`config.mk`:
```
export PLATFORM = sky130hd
export DESIGN_NAME = c_requantizer_flat
export DESIGN_NICKNAME = d
export VERILOG_FILES = /design/src/rtl/mm_pkg.sv /design/src/rtl/c_requantizer_if.sv /design/src/rtl/c_requantizer_lane.sv /design/src/rtl/c_requantizer.sv /design/src/flat_wrapper.sv
export SDC_FILE = /design/constraint.sdc
export NUM_CORES = 1
export LEC_CHECK = 0
export CORE_MARGIN = 1
export CORE_UTILIZATION = 38
export CTS_CLUSTER_DIAMETER = 100
export DETAILED_ROUTE_END_ITERATION = 8
export GPL_TIMING_DRIVEN = 0
export HOLD_SLACK_MARGIN = 0.03
export PLACE_DENSITY_LB_ADDON = 0.15
export SLEW_MARGIN = 25
export SYNTH_ARGS = -nofsm -noshare
export SYNTH_HDL_FRONTEND = slang
export SYNTH_SLANG_ARGS = --single-unit
```
`constraint.sdc`:
```
create_clock -name clk -period 3.59 [get_ports clk]
set_input_delay 0.718 -clock clk [delete_from_list [all_inputs] [get_ports clk]]
set_output_delay 0.718 -clock clk [all_outputs]
set_load 0.02 [all_outputs]
```
`src/rtl/mm_pkg.sv`:
```
// Shared widths and types for the matrix-multiply datapath (array and requantizer).
// C_DATA_WIDTH covers a full product plus accumulator growth.
package mm_pkg;
  localparam int DATA_WIDTH       = 8;
  localparam int ACCUM_DATA_WIDTH = 16;
  localparam int C_DATA_WIDTH     = 2 * DATA_WIDTH + ACCUM_DATA_WIDTH;
  localparam int N                = 4;
  localparam int SHIFT_BITS       = 6;
  localparam int IDX_W            = $clog2(N);

  typedef logic [C_DATA_WIDTH:0]                  acc_ext_t;
  typedef logic [N-1:0][C_DATA_WIDTH-1:0]         c_beat_t;
  typedef logic [N-1:0][DATA_WIDTH-1:0]           q_beat_t;

  typedef struct packed {
    logic [IDX_W-1:0] index;
    logic             last;
    logic             sat;
  } beat_side_t;
endpackage

```
`src/rtl/c_requantizer_if.sv`:
```
// Beat stream into and out of the requantizer: accumulator beats in, requantized beats out.
// master drives the input beat and the output ready; slave is the requantizer.
interface c_requantizer_if;
  import mm_pkg::*;

  logic                  in_valid;
  logic                  in_ready;
  c_beat_t               in_data;
  logic [SHIFT_BITS-1:0] shift_amt;
  logic                  out_valid;
  logic                  out_ready;
  q_beat_t               out_data;
  logic [IDX_W-1:0]      out_index;
  logic                  out_last;
  logic                  out_sat;

  modport master (
    output in_valid, in_data, shift_amt, out_ready,
    input  in_ready, out_valid, out_data, out_index, out_last, out_sat
  );

  modport slave (
    input  in_valid, in_data, shift_amt, out_ready,
    output in_ready, out_valid, out_data, out_index, out_last, out_sat
  );
endinterface

```
`src/rtl/c_requantizer_lane.sv`:
```
// One lane: round (REQUANT_ROUND_EN) and shift on one path, saturate on an independent path.
// Purely combinational, no latency; the two paths sit on either side of a pipeline register.
// No flow control of its own.
module requant_lane
  import mm_pkg::*;
(
  input  logic [C_DATA_WIDTH-1:0] x,
  input  logic [SHIFT_BITS-1:0]   s,
  output acc_ext_t                r,
  input  acc_ext_t                r_in,
  output logic [DATA_WIDTH-1:0]   q,
  output logic                    sat
);
  localparam acc_ext_t QMAX = acc_ext_t'((1 << DATA_WIDTH) - 1);

  acc_ext_t x_ext;

`ifdef REQUANT_ROUND_EN
  acc_ext_t bias;

  // One extra bit of headroom so x + 2^(s-1) can never wrap.
  always_comb begin
    x_ext = {1'b0, x};
    bias  = '0;
    if (s != '0) bias = acc_ext_t'(1) << (s - 1'b1);
    if (s > SHIFT_BITS'(C_DATA_WIDTH)) r = '0;
    else                               r = (x_ext + bias) >> s;
  end
`else
  always_comb begin
    x_ext = {1'b0, x};
    if (s > SHIFT_BITS'(C_DATA_WIDTH)) r = '0;
    else                               r = x_ext >> s;
  end
`endif

  always_comb begin
    sat = (r_in > QMAX);
    q   = sat ? '1 : r_in[DATA_WIDTH-1:0];
  end
endmodule

```
`src/rtl/c_requantizer.sv`:
```
// Requantizes streamed C-tile beats (N accumulator lanes) to DATA_WIDTH with per-tile shift; REQUANT_ROUND_EN adds round-half-up.
// Latency: 2 cycles from input handshake to out_valid; 1 beat/cycle sustained.
// Backpressure: two fully stallable stages; in_ready drops only when both hold a beat and out_ready is low.
module c_requantizer
  import mm_pkg::*;
(
  input  logic            clk,
  input  logic            reset,
  c_requantizer_if.slave  bus
);
  logic [IDX_W-1:0]          in_cnt;
  logic [SHIFT_BITS-1:0]     shift_q;
  logic [SHIFT_BITS-1:0]     shift_eff;
  logic                      in_fire;

  logic                      s1_vld;
  logic [N-1:0][C_DATA_WIDTH:0] s1_r;
  logic [IDX_W-1:0]          s1_idx;
  logic                      s1_last;
  logic                      s1_load;

  logic                      s2_vld;
  q_beat_t                   s2_dat;
  beat_side_t                s2_side;
  logic                      s2_load;

  logic [N-1:0][C_DATA_WIDTH:0] lane_r;
  q_beat_t                   lane_q;
  logic [N-1:0]              lane_sat;

  always_comb begin
    s2_load       = !s2_vld || bus.out_ready;
    s1_load       = !s1_vld || s2_load;
    bus.in_ready  = !reset && s1_load;
    in_fire       = bus.in_valid && bus.in_ready;
    // Beat 0 uses the live shift; later beats use the value latched on beat 0.
    shift_eff     = (in_cnt == '0) ? bus.shift_amt : shift_q;
    bus.out_valid = s2_vld;
    bus.out_data  = s2_dat;
    bus.out_index = s2_side.index;
    bus.out_last  = s2_side.last;
    bus.out_sat   = s2_side.sat;
  end

  for (genvar i = 0; i < N; i++) begin : g_lane
    requant_lane u_lane (
      .x    (bus.in_data[i]),
      .s    (shift_eff),
      .r    (lane_r[i]),
      .r_in (s1_r[i]),
      .q    (lane_q[i]),
      .sat  (lane_sat[i])
    );
  end

  always_ff @(posedge clk) begin
    if (reset) begin
      in_cnt  <= '0;
      shift_q <= '0;
      s1_vld  <= 1'b0;
      s1_r    <= '0;
      s1_idx  <= '0;
      s1_last <= 1'b0;
      s2_vld  <= 1'b0;
      s2_dat  <= '0;
      s2_side <= '0;
    end else begin
      if (in_fire) begin
        in_cnt <= (in_cnt == IDX_W'(N - 1)) ? '0 : in_cnt + IDX_W'(1);
        if (in_cnt == '0) shift_q <= bus.shift_amt;
      end
      if (s1_load) begin
        s1_vld <= in_fire;
        if (in_fire) begin
          s1_r    <= lane_r;
          s1_idx  <= in_cnt;
          s1_last <= (in_cnt == IDX_W'(N - 1));
        end
      end
      if (s2_load) begin
        s2_vld <= s1_vld;
        if (s1_vld) begin
          s2_dat  <= lane_q;
          s2_side <= '{index: s1_idx, last: s1_last, sat: |lane_sat};
        end
      end
    end
  end
endmodule

```
`src/flat_wrapper.sv`:
```
// flat-port wrapper written by rule: the top's interface ports become plain ports
module c_requantizer_flat import mm_pkg::*;
  (clk, reset, bus_in_valid, bus_in_data, bus_shift_amt, bus_out_ready, bus_in_ready, bus_out_valid, bus_out_data, bus_out_index, bus_out_last, bus_out_sat);
  c_requantizer_if bus_i ();
  input  logic clk;
  input  logic reset;
  input wire logic [$bits(bus_i.in_valid)-1:0] bus_in_valid;
  input wire logic [$bits(bus_i.in_data)-1:0] bus_in_data;
  input wire logic [$bits(bus_i.shift_amt)-1:0] bus_shift_amt;
  input wire logic [$bits(bus_i.out_ready)-1:0] bus_out_ready;
  output wire logic [$bits(bus_i.in_ready)-1:0] bus_in_ready;
  output wire logic [$bits(bus_i.out_valid)-1:0] bus_out_valid;
  output wire logic [$bits(bus_i.out_data)-1:0] bus_out_data;
  output wire logic [$bits(bus_i.out_index)-1:0] bus_out_index;
  output wire logic [$bits(bus_i.out_last)-1:0] bus_out_last;
  output wire logic [$bits(bus_i.out_sat)-1:0] bus_out_sat;
  assign bus_i.in_valid = bus_in_valid;
  assign bus_i.in_data = bus_in_data;
  assign bus_i.shift_amt = bus_shift_amt;
  assign bus_i.out_ready = bus_out_ready;
  assign bus_in_ready = bus_i.in_ready;
  assign bus_out_valid = bus_i.out_valid;
  assign bus_out_data = bus_i.out_data;
  assign bus_out_index = bus_i.out_index;
  assign bus_out_last = bus_i.out_last;
  assign bus_out_sat = bus_i.out_sat;
  c_requantizer u_core (.clk(clk), .reset(reset), .bus(bus_i));
endmodule
```
==> results.txt, run 1 <==
----------------------------------------------------
[Power and ir drop]
  Internal power component ... 4.19 mW
  Share of total power in the clock network ... 0.257
  Net Switching ... 2.75 mW
  Share of total power in sequential cells ... 0.320
  Sw frac ... 0.396
  Portion of total power attributed to combinational logic ... 0.423
  Power density over cell area ... 463 nW/um2
  Leakage component of the power ... 5.67 nW
  Maximum VDD drop ... 335 uV

[Timing]
  Tightest slew margin relative to the limit ... 0.262
  Highest Clock Rate ... 285 MHz
  Unrepaired setup endpoints after global routing ... false
  Final period demand of the worst path ... 3.51 ns
  Post-Route Setup TNS ... 0 ns
  Worst setup skew after layout ... 0.0146 ns
  Final worst-path cycle share ... 0.977
  Final max-slew violation count ... 0
  Number of failing setup endpoints in the final timing report ... 0
  Final hold vios ... 0
  Transition at the pin with the smallest max-transition slack ... approximately 1.1 ns
  Post-route worst setup slack ... 0.0839 ns
  Hold Slack ... ~0.45 ns

[Critical path]
  Max incr delay on CP ... 0.40 ns
  CP arrival ... 3.84 ns
  Critical path startpoint category ... flip-flop
  Critical-path top delay cell ... sky130_fd_sc_hd__mux2i_4
  Worst path cell trace ... inv_1, ha_1, buf_6, mux2i_4, buf_6, buf_8, mux2i_1, o21ai_1, mux2i_2, mux2i_1, a221o_1
  Buffer and inverter count on the worst path ... 4
  Cell family with most CP delay ... multiplexers
  Worst Path Required ... 3.92 ns
  Critical path endpoint category ... flip-flop
  Worst Path Class, Setup ... reg -> reg
  Largest fanout on the critical path ... 10
  Flop2flop setup slack ... 0.08 ns

[Synthesis]
  Flip-flop and latch count after synthesis ... 177
  Flip-flop cell with the highest count after synthesis ... sky130_fd_sc_hd__dfxtp_1
  Largest cells by area after synthesis ... sky130_fd_sc_hd__dfxtp_1 29%, sky130_fd_sc_hd__mux4_2 18%, sky130_fd_sc_hd__mux2i_1 15%
  Number of flops mapped to enable cells by yosys ... 0
  Unique masters post-synth ... 53
  Instance count of the mapped netlist ... 1,282
  Average footprint of a synthesized cell ... 9.47 um2
  Cell area after synthesis ... 12,100 um2
  Sequential area share after synthesis ... 0.292
  Yosys Warn Count ... 0
  Top cell type by total area after synthesis ... sky130_fd_sc_hd__dfxtp_1
  Area share of the largest cell type after synthesis ... 0.292
  Nets in the synthesized netlist ... 1,422
  Proportion of register bits with asynchronous set or reset after synthesis ... 0
  Most instantiated cells after synthesis ... 177 x sky130_fd_sc_hd__dfxtp_1, 177 x sky130_fd_sc_hd__mux2i_1, 136 x sky130_fd_sc_hd__nor2_1, 126 x sky130_fd_sc_hd__nand2_1, 98 x sky130_fd_sc_hd__mux4_2

[Global route]
  Vias in the first global route ... 11.7k
  Wire length of the first global-routing pass ... between 70 and 80 mm
  Initial antenna violation count ... 1
  Maximum number of pins on one net before global-route repair ... 18
  Global Route Usage Sum ... 0.335
  GRT Residual Overflow ... 0

[Detailed routing]
  Detailed-route vias per instance ... 6.39
  Remaining antenna violation count after routing ... 0
  Routed WL per cell ... 29.0 um
  Number of vias in the routed layout ... 12.1k
  Count of unresolved DRC violations after routing ... 0
  Pre-Repair DR Iteration Count ... 5
  1st-iter DRT viols ... 1,674
  Wire length reported by the detailed router ... ~55 mm

[Clock network]
  Root Buffer Master ... sky130_fd_sc_hd__clkbuf_16
  Maximum root-to-sink buffer count ... 2
  CTS tree ... built
  Count of clock tree sinks ... ~180
  Number of buffers inserted during clock tree synthesis ... 17
  Clock latency at the later pin of the worst-skew pair ... 0.44 ns
  H-tree levels ... 4
  Clock-pin slew reported for the worst setup and hold paths after clock tree synthesis ... about 0.070 ns

[Floorplan]
  Die Width ... approximately 180 um
  Placeable core region ... 31,500 um2
  Starting density of the core ... 0.386
  Row count ... 65
  Count of pins on the block boundary ... around 180
  Die ar. ... 32,700 um2
  DIE HEIGHT ... 181 um

[Hold path]
  Hold Path Class ... reg -> reg

[Placed design]
  Pre-CTS setup slack ... -0.521 ns
  Hpwl dp ... about 44 mm
  Weighted congestion reported at the end of routability-driven placement ... 1.01
  Port Buffers ... 174

[Cells and area]
  Layout overhead on the synthesized area ... 23.5%
  Fillers ... 3,070
  Nets ... 1,615
  Final cell utilization of the core ... 0.476
  Share of cells above drive strength 1 ... 0.143
  Ant diodes ... 0

[Outcome]
  Result of the run ... finished clean

[Job]
  Number of maximum-capacitance violations ... 0

----------------------------------------------------
## area by class of cell
cell class	instances	area (um2)	area share
Multi-Input combinational cell	984	8030	0.536
Tap cell	402	503	0.0336
Sequential cell	177	3540	0.236
Clock buffer	17	425	0.0284
Buffer	118	602	0.0402
Clock inverter	15	129	0.00860
Inverter	3	11.3	0.000752
Timing Repair Buffer	174	1740	0.116
## layout by cell type (no fill, tap or decap), types with 10 or more instances in the layout
master	netlist	layout
sky130_fd_sc_hd__buf_2	28	28
sky130_fd_sc_hd__a22oi_1	34	33
sky130_fd_sc_hd__o21ai_0	58	57
sky130_fd_sc_hd__a221o_1	10	10
sky130_fd_sc_hd__nor3_1	66	65
sky130_fd_sc_hd__o22ai_1	22	22
sky130_fd_sc_hd__a32oi_1	10	10
sky130_fd_sc_hd__clkbuf_16	0	17
sky130_fd_sc_hd__a22o_1	17	17
sky130_fd_sc_hd__nand3_1	34	34
sky130_fd_sc_hd__mux4_2	98	98
sky130_fd_sc_hd__nor2_1	136	135
sky130_fd_sc_hd__a21oi_1	47	47
sky130_fd_sc_hd__nand2_1	126	125
sky130_fd_sc_hd__dfxtp_1	177	177
sky130_fd_sc_hd__clkdlybuf4s50_1	0	174
sky130_fd_sc_hd__nor4_1	25	25
sky130_fd_sc_hd__a221oi_1	16	16
sky130_fd_sc_hd__mux2_2	19	19
sky130_fd_sc_hd__clkbuf_1	60	60
sky130_fd_sc_hd__buf_1	10	10
sky130_fd_sc_hd__mux2i_1	177	172
## per-layer routing
layer | GRT usage | part of all wire | wire [um]
met2 | 0.524 | 0.44 | 24300
met3 | 0.0603 | 0.093 | 5100
met5 | 0 | 0 | 0
met4 | 0.106 | 0.029 | 1570
met1 | 0.466 | 0.43 | 23800
## final timing paths
kind                            to             start  depth (start not counted)
setup / recovery    u_core.s1_r[1]  u_core.in_cnt[0]                         11
hold / removal    u_core.s1_r[106]  u_core.s1_r[106]                          2
setup reg to reg    u_core.s1_r[1]  u_core.in_cnt[0]                         11
hold reg to reg   u_core.s1_r[106]  u_core.s1_r[106]                          2
## timing repair
| item | in CTS | in global routing |
|---|---|---|
| setup endpoints to repair | 24 | 24 |
| resized for setup | 3 | 11 |
| hold buffers | 0 | 0 |
| buffers inserted | 0 | 0 |
## sequential cells by signal, indices dropped and copies added (netlist names)
register / cells
u_core.s1_r: 128
u_core.bus.out_data: 32
u_core.shift_q: 6
u_core.bus.out_index: 2
u_core.in_cnt: 2
u_core.s1_idx: 2
u_core.bus.out_last: 1
u_core.bus.out_sat: 1
u_core.bus.out_valid: 1
u_core.s1_last: 1
u_core.s1_vld: 1
## kinds of logic after synthesis
kind of cell	Yosys count	share of synthesized area
compound gates	267	0.150
fa+ha+maj	2	0.00206
buf+inv	121	0.0505
flops	177	0.292
mux	298	0.352
simple gates	417	0.154
## worst reg2reg max path, cell delays in order (launching register included)
cell and delay (ns):
sky130_fd_sc_hd__dfxtp_1 0.36, sky130_fd_sc_hd__inv_1 0.07, sky130_fd_sc_hd__ha_1 0.15, sky130_fd_sc_hd__buf_6 0.20
sky130_fd_sc_hd__mux2i_4 0.41, sky130_fd_sc_hd__buf_6 0.27, sky130_fd_sc_hd__buf_8 0.23, sky130_fd_sc_hd__mux2i_1 0.39
sky130_fd_sc_hd__o21ai_1 0.31, sky130_fd_sc_hd__mux2i_2 0.40, sky130_fd_sc_hd__mux2i_1 0.25, sky130_fd_sc_hd__a221o_1 0.36
## metrics by stage
stage,cell area [um2],power (mW),cells
global placement,14400,5.08,1858
floorplan,12100,3.98,1282
detailed placement,14400,5.08,1858
global route,15000,7.16,1890
CTS,14900,6.85,1890
finish,15000,6.94,1890
## power groups by stage
stage / Clock [mW] / Sequential (mW) / Combinational (mW)
6_report: 1.78 / 2.22 / 2.94
5_1_grt: 1.87 / 2.24 / 3.05
4_1_cts: 1.79 / 2.22 / 2.84
3_5_place_dp: 0 / 2.26 / 2.82
3_3_place_gp: 0 / 2.26 / 2.82
2_1_floorplan: 0 / 2.27 / 1.71
Note: power is estimated with default switching activity, not from simulation.
==> inputs of run 2 (changes only) <==
==> constraint.sdc (replaced) <==
create_clock -name clk -period 3.59 [get_ports clk]
set_input_delay 0.718 -clock clk [delete_from_list [all_inputs] [get_ports clk]]
set_output_delay 0.718 -clock clk [all_outputs]
set_load 0.005 [all_outputs]
==> results of run 2 <==
The final DEF is identical to that of run 1. Status: finished clean.
Among the figures that moved: total power 6.94 mW -> 6.89 mW
==> inputs of run 3 (changes only) <==
--- a/config.mk
+++ b/config.mk
@@ -12,7 +12,9 @@
 export GPL_TIMING_DRIVEN = 0
 export HOLD_SLACK_MARGIN = 0.03
 export PLACE_DENSITY_LB_ADDON = 0.15
+export SETUP_SLACK_MARGIN = 0.4
 export SLEW_MARGIN = 25
 export SYNTH_ARGS = -nofsm -noshare
 export SYNTH_HDL_FRONTEND = slang
+export SYNTH_HIERARCHICAL = 1
 export SYNTH_SLANG_ARGS = --single-unit
==> results.txt, run 3 <==
----------------------------------------------------
[Hold path]
  WHS Endpoint ... u_core/in_cnt[0] (was u_core.s1_r[106])
  Hold-critical path depth ... 1 (was 2)
  Hold Path Class ... reg -> reg (unchanged)
  Hold_sp ... u_core/in_cnt[0] (was u_core.s1_r[106])

[Synthesis]
  Number of flops mapped to enable cells by yosys ... 0 (unchanged)
  Cell area after synthesis ... 14,400 um2 (was 12,100 um2)
  Cell with the most instances after synthesis ... sky130_fd_sc_hd__dfxtp_1
  Unique masters post-synth ... 50 (was 53)
  Yosys Warn Count ... 6 (was 0)
  Largest cells by area after synthesis ... sky130_fd_sc_hd__dfxtp_1 25%, sky130_fd_sc_hd__mux2i_1 9.4%, sky130_fd_sc_hd__o211ai_1 9.0% (was sky130_fd_sc_hd__dfxtp_1 29%, sky130_fd_sc_hd__mux4_2 18%, sky130_fd_sc_hd__mux2i_1 15%)
  Average footprint of a synthesized cell ... 8.80 um2 (was 9.47 um2)
  Fraction of synthesized cell area in xor and xnor cells ... 0 (unchanged)
  Top cell type by total area after synthesis ... sky130_fd_sc_hd__dfxtp_1 (unchanged)
  Nets in the synthesized netlist ... 1,779 (was 1,422)
  Fraction of synthesized area in multiplexers ... 0.278 (was 0.352)
  Most instantiated cells after synthesis ... 181 x sky130_fd_sc_hd__dfxtp_1, 173 x sky130_fd_sc_hd__o211ai_1, 161 x sky130_fd_sc_hd__o21ai_1, 147 x sky130_fd_sc_hd__inv_1, 136 x sky130_fd_sc_hd__mux2i_1 (was 177 x sky130_fd_sc_hd__dfxtp_1, 177 x sky130_fd_sc_hd__mux2i_1, 136 x sky130_fd_sc_hd__nor2_1, 126 x sky130_fd_sc_hd__nand2_1, 98 x sky130_fd_sc_hd__mux4_2)
  Post-Synth Adder-Cell Area ... 0.00174 (was 0.00206)
  Proportion of register bits with asynchronous set or reset after synthesis ... 0 (unchanged)
  Flip-flop and latch count after synthesis ... 181 (was 177)
  Area share of the largest cell type after synthesis ... 0.251 (was 0.292)
  Fraction of the mapped netlist area in compound gates ... 0.248 (was 0.150)
  Flip-flop cell with the highest count after synthesis ... sky130_fd_sc_hd__dfxtp_1 (unchanged)
  Main combinational cell family by area after synthesis ... multiplexers (unchanged)
  Instance count of the mapped netlist ... 1,639 (was 1,282)
  Fraction of the mapped netlist area in simple logic gates ... 0.115 (was 0.154)
  Sequential area share after synthesis ... 0.251 (was 0.292)

[Timing]
  Transition at the pin with the smallest max-transition slack ... 0.650 ns (was 1.10 ns)
  Final hold vios ... 0 (unchanged)
  Number of failing setup endpoints in the final timing report ... 0 (unchanged)
  Hold Slack ... 0.469 ns (was 0.454 ns)
  Tightest slew margin relative to the limit ... 0.566 (was 0.262)
  Unrepaired setup endpoints after global routing ... true (was false)
  Final max-slew violation count ... 0 (unchanged)
  Worst setup skew after layout ... 0.0108 ns (was 0.0146 ns)
  Highest Clock Rate ... 323 MHz (was 285 MHz)
  Final period demand of the worst path ... 3.10 ns (was 3.51 ns)
  Post-route worst setup slack ... 0.490 ns (was 0.0839 ns)
  Final worst-path cycle share ... 0.863 (was 0.977)

[Global route]
  Vias in the first global route ... 13.5k (was 11.7k)
  GRT Residual Overflow ... 0 (unchanged)
  Initial antenna violation count ... 1 (unchanged)
  Maximum number of pins on one net before global-route repair ... 26 (was 18)
  Wire length of the first global-routing pass ... 75.2 mm (was 79.8 mm)
  Global Route Usage Sum ... 0.244 (was 0.335)

[Cells and area]
  Commonest cells after routing, fill and taps aside ... 180 x sky130_fd_sc_hd__dfxtp_1, 175 x sky130_fd_sc_hd__clkdlybuf4s50_1, 173 x sky130_fd_sc_hd__o211ai_1 (was 177 x sky130_fd_sc_hd__dfxtp_1, 174 x sky130_fd_sc_hd__clkdlybuf4s50_1, 172 x sky130_fd_sc_hd__mux2i_1)
  Flip-flop count of the largest register, all copies and words added ... 132 (was 128)
  Fillers ... 3,721 (was 3,070)
  Sequential standard cell area ... 3620 um2 (was 3540 um2)
  Most flop-heavy register ... u_core/s1_r (was u_core.s1_r)
  Total non-filler cell area in the finished layout ... 17,800 um2 (was 15,000 um2)
  Nets ... 1,979 (was 1,615)
  Most common library cell in the layout ignoring fill and taps ... sky130_fd_sc_hd__dfxtp_1 (unchanged)
  Ant diodes ... 0 (unchanged)
  Final cell utilization of the core ... 0.480 (was 0.476)
  Area occupied by multi-input gates ... 9550 um2 (was 8030 um2)
  Share of cells above drive strength 1 ... 0.171 (was 0.143)
  Layout overhead on the synthesized area ... 23.1% (was 23.5%)

[Power and ir drop]
  Total chip power ... 7.70 mW (was 6.89 mW)
  Leakage component of the power ... 6.37 nW (was 5.67 nW)
  Maximum VDD drop ... 251 uV (was 335 uV)
  Power density over cell area ... 434 nW/um2 (was 460 nW/um2)

[Floorplan]
  Die Width ... 197 um (was 181 um)
  Starting density of the core ... 0.390 (was 0.386)
  DIE HEIGHT ... 197 um (was 181 um)
  Row count ... 70 (was 65)
  Count of pins on the block boundary ... 176 (unchanged)
  Die ar. ... 38,700 um2 (was 32,700 um2)
  Placeable core region ... 37,000 um2 (was 31,500 um2)

[Clock network]
  Maximum root-to-sink buffer count ... 2 (unchanged)
  Clock latency at the later pin of the worst-skew pair ... 0.44 ns (about the same)
  Total of hold buffers inserted after clock tree synthesis ... 0 (unchanged)
  Number of buffers inserted during clock tree synthesis ... 17 (unchanged)
  Clock-pin slew reported for the worst setup and hold paths after clock tree synthesis ... 0.07 ns (about the same)
  Root Buffer Master ... sky130_fd_sc_hd__clkbuf_16 (unchanged)
  CTS tree ... built (unchanged)
  Count of clock tree sinks ... 181 (was 177)
  H-tree levels ... 4 (unchanged)

[Critical path]
  Critical path endpoint category ... flip-flop (unchanged)
  Largest fanout on the critical path ... 13 (was 10)
  Flop2flop setup slack ... 0.49 ns (was 0.08 ns)
  CP arrival ... 3.47 ns (was 3.84 ns)
  Critical R2R Capture ... u_core/s1_r[37] (was u_core.s1_r[1])
  Reg2Reg Launch Point ... u_core/in_cnt[1] (was u_core.in_cnt[0])
  Worst Path Required ... 3.96 ns (was 3.92 ns)
  Critical path startpoint category ... flip-flop (unchanged)
  Worst Path Class, Setup ... reg -> reg (unchanged)
  Worst R2R Path Depth ... 12 (was 11)

[Detailed routing]
  Routed WL per cell ... 20.3 um (was 29.0 um)
  Number of vias in the routed layout ... 13.8k (was 12.1k)
  Pre-Repair DR Iteration Count ... 5 (unchanged)
  Wire length reported by the detailed router ... 47.8 mm (was 54.8 mm)
  1st-iter DRT viols ... 1,045 (was 1,674)
  Remaining antenna violation count after routing ... 0 (unchanged)
  Count of unresolved DRC violations after routing ... 0 (unchanged)
  Detailed-route vias per instance ... 5.86 (was 6.39)

[Job]
  Number of maximum-capacitance violations ... 0 (unchanged)

[Placed design]
  Hpwl dp ... 37.2 mm (was 43.8 mm)
  Weighted congestion reported at the end of routability-driven placement ... 0.963 (was 1.01)
  Placed instance area ... 16,800 um2 (was 14,400 um2)
  Port Buffers ... 175 (was 174)
  Pre-CTS setup slack ... -0.291 ns (was -0.521 ns)

[Outcome]
  Result of the run ... finished clean (unchanged)

----------------------------------------------------
## run 3: cell count changes in the layout (fill, tap and decap cells not counted), sizes merged, moves of 43 or more
| cell | before | now |
|---|---|---|
| buf | 58 | 116 |
| nor3 | 66 | 12 |
| mux2i | 179 | 136 |
| o21ai | 64 | 186 |
| o211ai | 9 | 173 |
| nand2 | 126 | 54 |
| inv | 8 | 159 |
| nor2 | 137 | 82 |
## run 3: layout make-up
class	instances	share of cell area
multi-input cells	1141	0.538
clock inverters	14	0.00761
flip-flops and latches	181	0.204
plain buffers	164	0.0565
inverters	154	0.0326
well taps	504	0.0355
repair buffers	180	0.101
clock buffers	17	0.0240
## run 3: routing by layer
metal	global-route usage	vias up	share of wire
met3	0.0260	65	0.045
li1	-	6619	-
met2	0.397	397	0.47
met1	0.344	6718	0.47
met4	0.0620	0	0.019
met5	0	-	0
## run 3: worst max path at each step
stage / startpoint / endpoint / slack (ns)
2_1_floorplan: u_core/in_cnt[0] / u_core/s1_r[107] / 0.88
3_3_place_gp: bus_shift_amt[4] / u_core/s1_r[100] / -0.28
3_5_place_dp: bus_shift_amt[1] / u_core/s1_r[42] / -0.29
4_1_cts: u_core/in_cnt[0] / u_core/s1_r[37] / 0.37
5_1_grt: u_core/in_cnt[1] / u_core/s1_r[101] / 0.38
6_report: u_core/in_cnt[1] / u_core/s1_r[37] / 0.49
## run 3: repair_timing
action                                  CTS  global route
gates resized for setup                  48            63
buffers inserted                          0             5
pin swaps                                 0             2
endpoints found under the setup margin  125            83
cloned                                    0             1
## run 3: kinds of logic after synthesis
logic type,Yosys count
muxes,272
AOI/OAI and AO/OA,535
adders and majority gates,2
and+or+nand+nor,327
other,4
buffers and inverters,318
DFF,181
## run 3: worst max-delay path: stages, from the launching register on
cell and delay [ns]:
sky130_fd_sc_hd__dfxtp_1 0.37, sky130_fd_sc_hd__inv_1 0.07, sky130_fd_sc_hd__ha_1 0.22, sky130_fd_sc_hd__clkbuf_4 0.20, sky130_fd_sc_hd__mux2_4 0.45, sky130_fd_sc_hd__clkinv_1 0.18, sky130_fd_sc_hd__buf_2 0.31, sky130_fd_sc_hd__buf_2 0.37
sky130_fd_sc_hd__mux2i_2 0.37, sky130_fd_sc_hd__a2bb2oi_1 0.15, sky130_fd_sc_hd__o211ai_1 0.14, sky130_fd_sc_hd__inv_1 0.08, sky130_fd_sc_hd__o21ai_1 0.12
## run 3: through the flow
stage | setup TNS (ns) | instances
floorplan | 0 | 1639
global placement | -9.68 | 2318
detailed placement | -13.52 | 2318
CTS | 0 | 2349
global route | 0 | 2355
finish | 0 | 2355
## run 3: report_power, final
group          internal, mW  total, mW  switching [mW]  leakage, nW
Clock                 0.919       1.83           0.906        0.270
Sequential             2.19       2.29           0.101         1.48
Combinational          1.60       3.58            1.98         4.62
